[src/rtl/call_menu_ctrl.sv]
// Call-handling menu controller: button-driven menu navigation plus call setup,
// call waiting and swap sequencing towards an application layer.
module call_menu_ctrl #(
  parameter int ADDR_W       = 8,
  parameter int N_MAIN       = 4,
  parameter int MENU_TIMEOUT = 1000,
  parameter int RING_TIMEOUT = 2000
) (
  input  logic              clk,
  input  logic              reset,
  input  logic              enter,
  input  logic              up,
  input  logic              down,
  input  logic              left,
  input  logic              right,
  input  logic [ADDR_W-1:0] dial_addr,
  input  logic [2:0]        inc_command,
  input  logic [ADDR_W-1:0] inc_address,
  output logic [2:0]        command,
  output logic              cmd_valid,
  output logic [ADDR_W-1:0] address,
  output logic [2:0]        current_state,
  output logic [5:0]        current_menu_item,
  output logic              call_waiting
);

  localparam int MW = $clog2(MENU_TIMEOUT + 1);
  localparam int RW = $clog2(RING_TIMEOUT + 1);

  localparam logic [2:0] INC_CONNECTED = 3'd1;
  localparam logic [2:0] INC_INCOMING  = 3'd5;
  localparam logic [2:0] INC_ENDED     = 3'd6;
  localparam logic [2:0] INC_REFUSED   = 3'd7;

  localparam logic [2:0] CMD_NONE   = 3'd0;
  localparam logic [2:0] CMD_DIAL   = 3'd1;
  localparam logic [2:0] CMD_ACCEPT = 3'd2;
  localparam logic [2:0] CMD_REJECT = 3'd3;
  localparam logic [2:0] CMD_HANGUP = 3'd4;

  typedef enum logic [2:0] {
    S_WELCOME  = 3'd0,
    S_IDLE     = 3'd1,
    S_MENU     = 3'd2,
    S_DIALING  = 3'd3,
    S_INCOMING = 3'd4,
    S_BUSY     = 3'd5,
    S_WAITING  = 3'd6,
    S_SWAP     = 3'd7
  } state_t;

  state_t            state_reg, state_next;
  logic [5:0]        item_reg, item_next, nav_item;
  logic [4:0]        prev_btn_reg;
  logic [4:0]        btn, btn_edge;
  logic [MW-1:0]     menu_cnt_reg, menu_cnt_next;
  logic [RW-1:0]     ring_cnt_reg, ring_cnt_next;
  logic [ADDR_W-1:0] call_addr_reg, call_addr_next;
  logic [ADDR_W-1:0] wait_addr_reg, wait_addr_next;
  logic [ADDR_W-1:0] req_addr;
  logic [ADDR_W-1:0] address_reg, address_next;
  logic              call_waiting_reg, call_waiting_next;
  logic [2:0]        command_reg, command_next;
  logic              cmd_valid_reg;
  logic [5:0]        item_count;
  logic              inc_valid, any_edge;
  logic              act_enter, act_up, act_down, act_left, act_right;

  assign btn = {right, left, down, up, enter};

  generate
    for (genvar gi = 0; gi < 5; gi++) begin : g_edge
      assign btn_edge[gi] = btn[gi] & ~prev_btn_reg[gi];
    end
  endgenerate

  assign any_edge  = |btn_edge;
  assign inc_valid = (inc_command == INC_CONNECTED) || (inc_command == INC_INCOMING) ||
                     (inc_command == INC_ENDED)     || (inc_command == INC_REFUSED);

  // A valid application event in the same cycle swallows all button edges.
  assign act_enter = !inc_valid && btn_edge[0];
  assign act_up    = !inc_valid && !btn_edge[0] && btn_edge[1];
  assign act_down  = !inc_valid && btn_edge[4:2] != 3'b000 && btn_edge[1:0] == 2'b00 && btn_edge[2];
  assign act_left  = !inc_valid && btn_edge[3:0] == 4'b1000;
  assign act_right = !inc_valid && btn_edge[4:0] == 5'b10000;

  always_comb begin
    item_count = 6'd1;
    case (state_reg)
      S_MENU:     item_count = 6'(N_MAIN);
      S_INCOMING: item_count = 6'd3;
      S_BUSY:     item_count = 6'd2;
      S_WAITING:  item_count = 6'd3;
      default:    item_count = 6'd1;
    endcase
  end

  always_comb begin
    nav_item = item_reg;
    if (act_down)
      nav_item = (item_reg == item_count - 6'd1) ? 6'd0 : item_reg + 6'd1;
    else if (act_up)
      nav_item = (item_reg == 6'd0) ? item_count - 6'd1 : item_reg - 6'd1;
  end

  always_comb begin
    state_next        = state_reg;
    menu_cnt_next     = '0;
    ring_cnt_next     = '0;
    call_addr_next    = call_addr_reg;
    wait_addr_next    = wait_addr_reg;
    call_waiting_next = call_waiting_reg;
    command_next      = CMD_NONE;
    req_addr          = call_addr_reg;

    case (state_reg)
      S_WELCOME: begin
        if (act_enter) state_next = S_IDLE;
      end
      S_IDLE: begin
        if (inc_command == INC_INCOMING) begin
          state_next     = S_INCOMING;
          call_addr_next = inc_address;
        end else if (act_right) begin
          state_next = S_MENU;
        end
      end
      S_MENU: begin
        if (inc_command == INC_INCOMING) begin
          state_next     = S_INCOMING;
          call_addr_next = inc_address;
        end else if (any_edge) begin
          if (act_left) begin
            state_next = S_IDLE;
          end else if (act_enter && item_reg == 6'd0) begin
            state_next     = S_DIALING;
            command_next   = CMD_DIAL;
            call_addr_next = dial_addr;
            req_addr       = dial_addr;
          end
        end else if (menu_cnt_reg == MW'(MENU_TIMEOUT - 1)) begin
          state_next = S_IDLE;
        end else begin
          menu_cnt_next = menu_cnt_reg + MW'(1);
        end
      end
      S_DIALING: begin
        if (inc_command == INC_CONNECTED) begin
          state_next = S_BUSY;
        end else if (inc_command == INC_REFUSED) begin
          state_next = S_IDLE;
        end else if (inc_command == INC_INCOMING) begin
          // Drop the outgoing attempt in favour of the caller.
          state_next     = S_INCOMING;
          command_next   = CMD_HANGUP;
          call_addr_next = inc_address;
        end else if (act_left) begin
          state_next   = S_IDLE;
          command_next = CMD_HANGUP;
        end
      end
      S_INCOMING: begin
        ring_cnt_next = ring_cnt_reg + RW'(1);
        if (inc_command == INC_ENDED) begin
          state_next = S_IDLE;
        end else if (ring_cnt_reg == RW'(RING_TIMEOUT - 1)) begin
          state_next   = S_IDLE;
          command_next = CMD_REJECT;
        end else if (act_enter && item_reg == 6'd1) begin
          state_next   = S_BUSY;
          command_next = CMD_ACCEPT;
        end else if (act_enter && item_reg == 6'd2) begin
          state_next   = S_IDLE;
          command_next = CMD_REJECT;
        end
      end
      S_BUSY: begin
        if (inc_command == INC_ENDED) begin
          state_next = S_IDLE;
        end else if (inc_command == INC_INCOMING) begin
          state_next        = S_WAITING;
          wait_addr_next    = inc_address;
          call_waiting_next = 1'b1;
        end else if (act_enter && item_reg == 6'd1) begin
          command_next = CMD_HANGUP;
        end
      end
      S_WAITING: begin
        if (inc_command == INC_ENDED) begin
          state_next        = S_INCOMING;
          call_addr_next    = wait_addr_reg;
          call_waiting_next = 1'b0;
        end else if (inc_command == INC_INCOMING) begin
          command_next = CMD_REJECT;
          req_addr     = inc_address;
        end else if (act_enter && item_reg == 6'd2) begin
          state_next        = S_BUSY;
          command_next      = CMD_REJECT;
          req_addr          = wait_addr_reg;
          call_waiting_next = 1'b0;
        end else if (act_enter && item_reg == 6'd1) begin
          state_next   = S_SWAP;
          command_next = CMD_HANGUP;
        end
      end
      S_SWAP: begin
        // A third caller takes this cycle's command slot; the accept follows next cycle.
        if (inc_command == INC_INCOMING) begin
          command_next = CMD_REJECT;
          req_addr     = inc_address;
        end else begin
          state_next        = S_BUSY;
          command_next      = CMD_ACCEPT;
          req_addr          = wait_addr_reg;
          call_addr_next    = wait_addr_reg;
          call_waiting_next = 1'b0;
        end
      end
      default: state_next = S_WELCOME;
    endcase

    item_next    = (state_next != state_reg) ? 6'd0 : nav_item;
    address_next = (command_next != CMD_NONE) ? req_addr : call_addr_next;
  end

  always_ff @(posedge clk) begin
    if (reset) begin
      state_reg        <= S_WELCOME;
      item_reg         <= '0;
      prev_btn_reg     <= '0;
      menu_cnt_reg     <= '0;
      ring_cnt_reg     <= '0;
      call_addr_reg    <= '0;
      wait_addr_reg    <= '0;
      address_reg      <= '0;
      call_waiting_reg <= 1'b0;
      command_reg      <= CMD_NONE;
      cmd_valid_reg    <= 1'b0;
    end else begin
      state_reg        <= state_next;
      item_reg         <= item_next;
      prev_btn_reg     <= btn;
      menu_cnt_reg     <= menu_cnt_next;
      ring_cnt_reg     <= ring_cnt_next;
      call_addr_reg    <= call_addr_next;
      wait_addr_reg    <= wait_addr_next;
      address_reg      <= address_next;
      call_waiting_reg <= call_waiting_next;
      command_reg      <= command_next;
      cmd_valid_reg    <= (command_next != CMD_NONE);
    end
  end

  assign command           = command_reg;
  assign cmd_valid         = cmd_valid_reg;
  assign address           = address_reg;
  assign current_state     = state_reg;
  assign current_menu_item = item_reg;
  assign call_waiting      = call_waiting_reg;

endmodule

[config.mk]
export PLATFORM = sky130hd
export DESIGN_NAME = call_menu_ctrl
export DESIGN_NICKNAME = d
export VERILOG_FILES = /design/src/rtl/call_menu_ctrl.sv
export SDC_FILE = /design/constraint.sdc
export NUM_CORES = 1
export LEC_CHECK = 0
export ABC_AREA = 1
export CORE_ASPECT_RATIO = 1.2
export CORE_MARGIN = 3
export CORE_UTILIZATION = 50
export DETAILED_ROUTE_END_ITERATION = 8
export PLACE_DENSITY = 0.84
export SLEW_MARGIN = 15
export SYNTH_ARGS = -nofsm -noshare
export SYNTH_HDL_FRONTEND = slang
export SYNTH_SLANG_ARGS = --single-unit
[constraint.sdc]
create_clock -name clk -period 2.1 [get_ports clk]
set_input_delay 0.21 -clock clk [delete_from_list [all_inputs] [get_ports clk]]
set_output_delay 0.21 -clock clk [all_outputs]
set_load 0.03 [all_outputs]
==> out/results.ini, run 1 <==
[finish]
register_area_um2=1289
fin_nets=870
fin_area_um2=5684
multi_input_area_um2=2635
diodes=0
area_delta_synth_final_pct=31.49
fillers=759
largest_reg_flops=11
drive_above_1_share_pct=16.81

[floorplanning]
rows=36
die_h_um=107.9
fp.coreArea_um2=8288
die_w_um=90.88
ios=48
start_util_pct=52.16
die_area_um2=9802

[yosys]
synth_warnings=0
synthCells=717
synth_seq_cells=64
yosys.cell_types.count=40
synth_edf_count=0
syn-cell-area_um2=4323
yosysMostFrequentCell=nand2_1
synth.yosys.seq_area_share_pct=29.64
yosysTopAreaCellShare_pct=29.64
syn_avg_cell_area_um2=6.029
synth_common_cells=179 x nand2_1, 108 x nor2_1, 84 x inv_1
async_flop_share_pct=0
ys.flop_type=dfxtp_1
synth_fp_nets=752
synth.area.top_cells=dfxtp_1 30%, nand2_1 16%, nor2_1 9.4%
synth_top_area_cell=dfxtp_1

[power]
power_frac_clock_pct=36.1
pwr-share-comb_pct=20.4
powerDensity_nw_per_um2=508.0
power.leakage_nw=2.639
p_sw_w=0.0008255
p_seq_share_pct=43.4
p_int_w=0.002062
sw_frac_of_total_pct=28.59
peakVddDrop_mv=0.5060

[critical_path]
worstSetupPathType=reg2reg
cp-start-kind=flop
cp.required_ns=2.38
cp_max_fo=15
crit_arrival_ns=2.20
endpoint_kind=flop

[sta]
min_period_over_period_pct=91.60
setup_tns_ns=0
fmax_ghz=0.5198
finalCriticalPeriod_ns=1.924
setup_viol=0
rsz0062_at_grt=yes
slew_violations=0
hold_violations=0
max_slew.worst_pin.slew_ns=0.3807
skew_ns=0.007897
hold-worst-slack_ns=0.4192
maxSlewHeadroom_pct=74.39

[placed_design]
place_congestion=0.9074
place_area_um2=5431
portBuffers=47
hpwlAfterDp_mm=9.596

[clocking]
cts_tree=done
hold_buffers=0
clkLatencyLatePin_ns=0.35
h-tree-depth=3
cts.sinks=64
cts_buffer_depth=2
cts-root-buf=clkbuf_8
cts_made_buffers=9
clk_pin_slew_ns=0.07

[grt]
grt_max_degree=39
first_global_vias=4768
track_usage_pct=26.23
antenna_found_initial=0
overflow=0
met3_usage_pct=4.755
use_met1_pct=30.87
met2_usage_pct=46.69
grt_most_used_layer=met2
grt_pass1_wl_mm=21.07

[drt]
routedWlPerCell_um=13.40
vias=5048
firstDrtPassIters=5
route.detailed.drc=0
drt-vias-per-instance=5.297
ant_nets=0
routed_wl_mm=12.77
first_iter_violations=319

[min_path]
hp-class=in2reg

[outcome]
outcome=finished, final reports clean

[run]
cap_violations=0

[worst max-delay path, cell delays in order, from the launching register on]
cell and delay, ns:
dfxtp_2 0.36, inv_4 0.11, ha_1 0.18, nand3_2 0.13, inv_4 0.10, nand2_1 0.05
buf_4 0.19, nand2_1 0.07, o21ai_0 0.09, or2_2 0.28, nand2_1 0.07, nor2_1 0.04
nand2_1 0.06, nand2_1 0.05, nor2_1 0.09
[cell type report]
cell class	count	share of cell area, %
sequential	64	22.67
timing repair buffer	126	18.93
clock inverter	3	0.7484
multi-input combinational	541	46.36
tap	114	2.509
inverter	93	6.229
clock buffer	12	2.553
[cells by family (layout without fill, tap and decap cells)]
family | count (synthesis) | count (layout) | synth area share [%]
flops | 64 | 64 | 29.64
fa+ha+maj | 9 | 9 | 2.605
buf+inv | 112 | 234 | 10.19
compound gates | 110 | 110 | 13.89
simple gates | 414 | 414 | 42.06
xor+xnor | 8 | 8 | 1.621
[worst paths after layout]
| kind | startpoint | end | slack [ns] | depth (start not counted) |
|---|---|---|---|---|
| worst max-delay path | current_menu_item[0]$_SDFFE_PP0P_ | address[2]$_SDFF_PP0_ | 0.18 | 14 |
| worst min-delay path | left | prev_btn_reg[3]$_SDFF_PP0_ | 0.42 | 3 |
| worst max register to register | current_menu_item[0]$_SDFFE_PP0P_ | address[2]$_SDFF_PP0_ | 0.18 | 14 |
| worst min register to register | menu_cnt_reg[0]$_SDFF_PP0_ | menu_cnt_reg[0]$_SDFF_PP0_ | 0.45 | 1 |
[layer usage]
metal	vias up	wire length [um]	part of all wire, %
met2	181	6226	49
met4	0	363	2.8
li1	2545	-	-
met1	2281	5351	42
met5	-	0	0
met3	41	824	6.5
[through the flow]
| stage | power, W | util, % | worst slack, ns | cells |
|---|---|---|---|---|
| 2_1_floorplan | 0.001598 | - | -0.02100 | 717 |
| 3_3_place_gp | 0.001826 | 65.53 | -0.1349 | 935 |
| 3_5_place_dp | 0.001834 | 65.53 | -0.2038 | 935 |
| 4_1_cts | 0.002868 | 67.80 | 0.04910 | 950 |
| 5_1_grt | 0.003010 | 68.58 | -0.01019 | 953 |
| 6_report | 0.002888 | 68.58 | 0.1763 | 953 |
[power by group through the flow]
stage / clock network, W / logic, W / registers [W]
global placement: 0 / 0.000544 / 0.00128
global route: 0.00110 / 0.000650 / 0.00126
floorplan: 0 / 0.000296 / 0.00130
detailed placement: 0 / 0.000552 / 0.00128
CTS: 0.00106 / 0.000555 / 0.00125
finish: 0.00104 / 0.000589 / 0.00125
[timing repair]
action	in CTS	in global routing
setup buffers	0	3
gates resized for setup	0	17
setup endpoints to repair	0	24
[cell usage in the layout (no fill, tap or decap), drive strengths merged, types with 3 or more instances in the layout]
cell type	instances
nand4	11
o211a	4
ha	9
a21oi	43
o21ai	51
inv	92
nor2	116
clkdlybuf4s50	47
nand2	183
dfxtp	64
clkbuf	12
nand3	59
and2	6
nor3b	4
nor3	18
buf	79
or2	14
o22ai	3
xor2	8
No activity file was read; power rests on OpenSTA's default activity.
==> run 2, diff against run 1 <==
GPL_ROUTABILITY_DRIVEN = 1   (was unset)
PLACE_DENSITY = 0.81   (was 0.84)
clock period = 1.96 ns   (was 2.1 ns; I/O delays follow)
==> out/results.ini, run 2 (synthesized netlist as in run 1, its figures left out) <==
[sta]
finalCriticalPeriod_ns=1.904
skew_ns=0.01434
min_period_over_period_pct=97.17
setup_viol=0
rsz0062_at_grt=yes
hold-worst-slack_ns=0.3934
slew_violations=0
max_slew.worst_pin.slew_ns=0.3704
hold_violations=0
maxSlewHeadroom_pct=75.08
fmax_ghz=0.5251

[placed_design]
hpwlAfterDp_mm=9.822
portBuffers=47
place_congestion=0.9967

[power]
peakVddDrop_mv=0.4765
power.leakage_nw=2.750
p_total_w=0.003107
powerDensity_nw_per_um2=524.5

[min_path]
hp-class=in2reg

[grt]
grt_pass1_wl_mm=22.03
antenna_found_initial=0
grt_max_degree=26
first_global_vias=4913
overflow=0
track_usage_pct=27.42

[drt]
routedWlPerCell_um=13.72
vias=5148
drt-vias-per-instance=5.307
first_iter_violations=456
route.detailed.drc=0
firstDrtPassIters=8
routed_wl_mm=13.31
ant_nets=0

[critical_path]
crit_buf_inv=3
max_stage_delay_ns=0.54
cp_top_family=simple AND/OR/NAND/NOR gates
worstSetupPathType=in2reg
crit_path_top_delay_cell=clkdlybuf4s50_1
crit_arrival_ns=2.14
crit_path_cell_trace=clkdlybuf4s50_1 > nand2_2 > nor2_4 > nor2_2 > inv_1 > a21oi_1 > or2_4 > nor2_4 > buf_4 > nand3_1 > nand2_1 > nor2_1
cp_max_fo=7
cp.required_ns=2.20
cp-start-kind=input pin
path_common_cell=nor2_4
endpoint_kind=flop

[run]
cap_violations=0

[finish]
area_delta_synth_final_pct=37.02
register_area_um2=1297
largest_reg_flops=11
final_util_pct=71.47
fin_nets=886
drive_above_1_share_pct=20.44
fillers=703
mostFrequentLayoutCells=175 x nand2_1, 99 x nor2_1, 92 x buf_4
final_common_cell=nand2_1
multi_input_area_um2=2734
diodes=0

[clocking]
h-tree-depth=3
cts_made_buffers=9
cts_tree=done
clkLatencyLatePin_ns=0.35
cts.sinks=64
clk_pin_slew_ns=0.07
cts-root-buf=clkbuf_8
cts_buffer_depth=2
hold_buffers=0

[floorplanning]
start_util_pct=52.16
die_area_um2=9802
ios=48
fp.coreArea_um2=8288
rows=36
die_h_um=107.9
die_w_um=90.88

[outcome]
outcome=finished, final reports clean

## run 2: cell count changes in the layout (fill, tap and decap cells not counted), sizes merged
cell,previous run,this run
buf,79,95
clkinv,2,5
bufinv,1,0
clkdlybuf4s50,47,46
dlymetal6s2s,0,1
inv,92,91
## run 2: worst paths after layout
| path | startpoint | end | slack (ns) | cells after the start |
|---|---|---|---|---|
| setup / recovery | inc_command[2] | address[6]$_SDFF_PP0_ | 0.06 | 12 |
| hold / removal | right | prev_btn_reg[4]$_SDFF_PP0_ | 0.39 | 3 |
| setup reg to reg | current_menu_item[0]$_SDFFE_PP0P_ | address[6]$_SDFF_PP0_ | 0.06 | 13 |
| hold reg to reg | ring_cnt_reg[0]$_SDFF_PP0_ | ring_cnt_reg[0]$_SDFF_PP0_ | 0.46 | 1 |
## run 2: repair_timing
item,4_1_cts,5_1_grt
hold endpoints to repair,0,0
buffers inserted,0,6
resized for setup,2,42
endpoints found under the setup margin,2,23
pin swaps,0,1
## run 2: cell type report
cell class | count | area share [%]
clock buffers | 12 | 2.809
clock inverters | 4 | 0.4436
inverters | 93 | 5.915
multi-input cells | 541 | 46.16
flip-flops and latches | 64 | 21.91
well taps | 114 | 2.408
repair buffers | 142 | 20.36
## run 2: metal layers
metal | GRT usage [%] | routed length, um
met3 | 4.825 | 891
met5 | 0 | 0
met2 | 48.07 | 6461
met4 | 11.42 | 495
met1 | 33.07 | 5465
## run 2: stage by stage
stage	worst slack (ns)	TNS, ns	instances	area, um^2
3_5_place_dp	-0.3406	-6.097	948	5538
4_1_cts	0.01851	0	964	5738
3_3_place_gp	-0.2830	-4.813	948	5538
5_1_grt	-0.09299	-0.1926	970	5923
2_1_floorplan	0.01615	0	717	4339
6_report	0.05553	0	970	5923
## run 2: report_power, final
part | switching [W] | leakage [nW] | internal, W
registers | 0.0000204 | 0.521 | 0.00132
logic | 0.000376 | 2.13 | 0.000284
clock network | 0.000537 | 0.0975 | 0.000569
## run 2: worst min-delay path, cell delays in order
cell and delay [ns]:
clkdlybuf4s50_1 0.42, inv_1 0.06, nor2_1 0.03
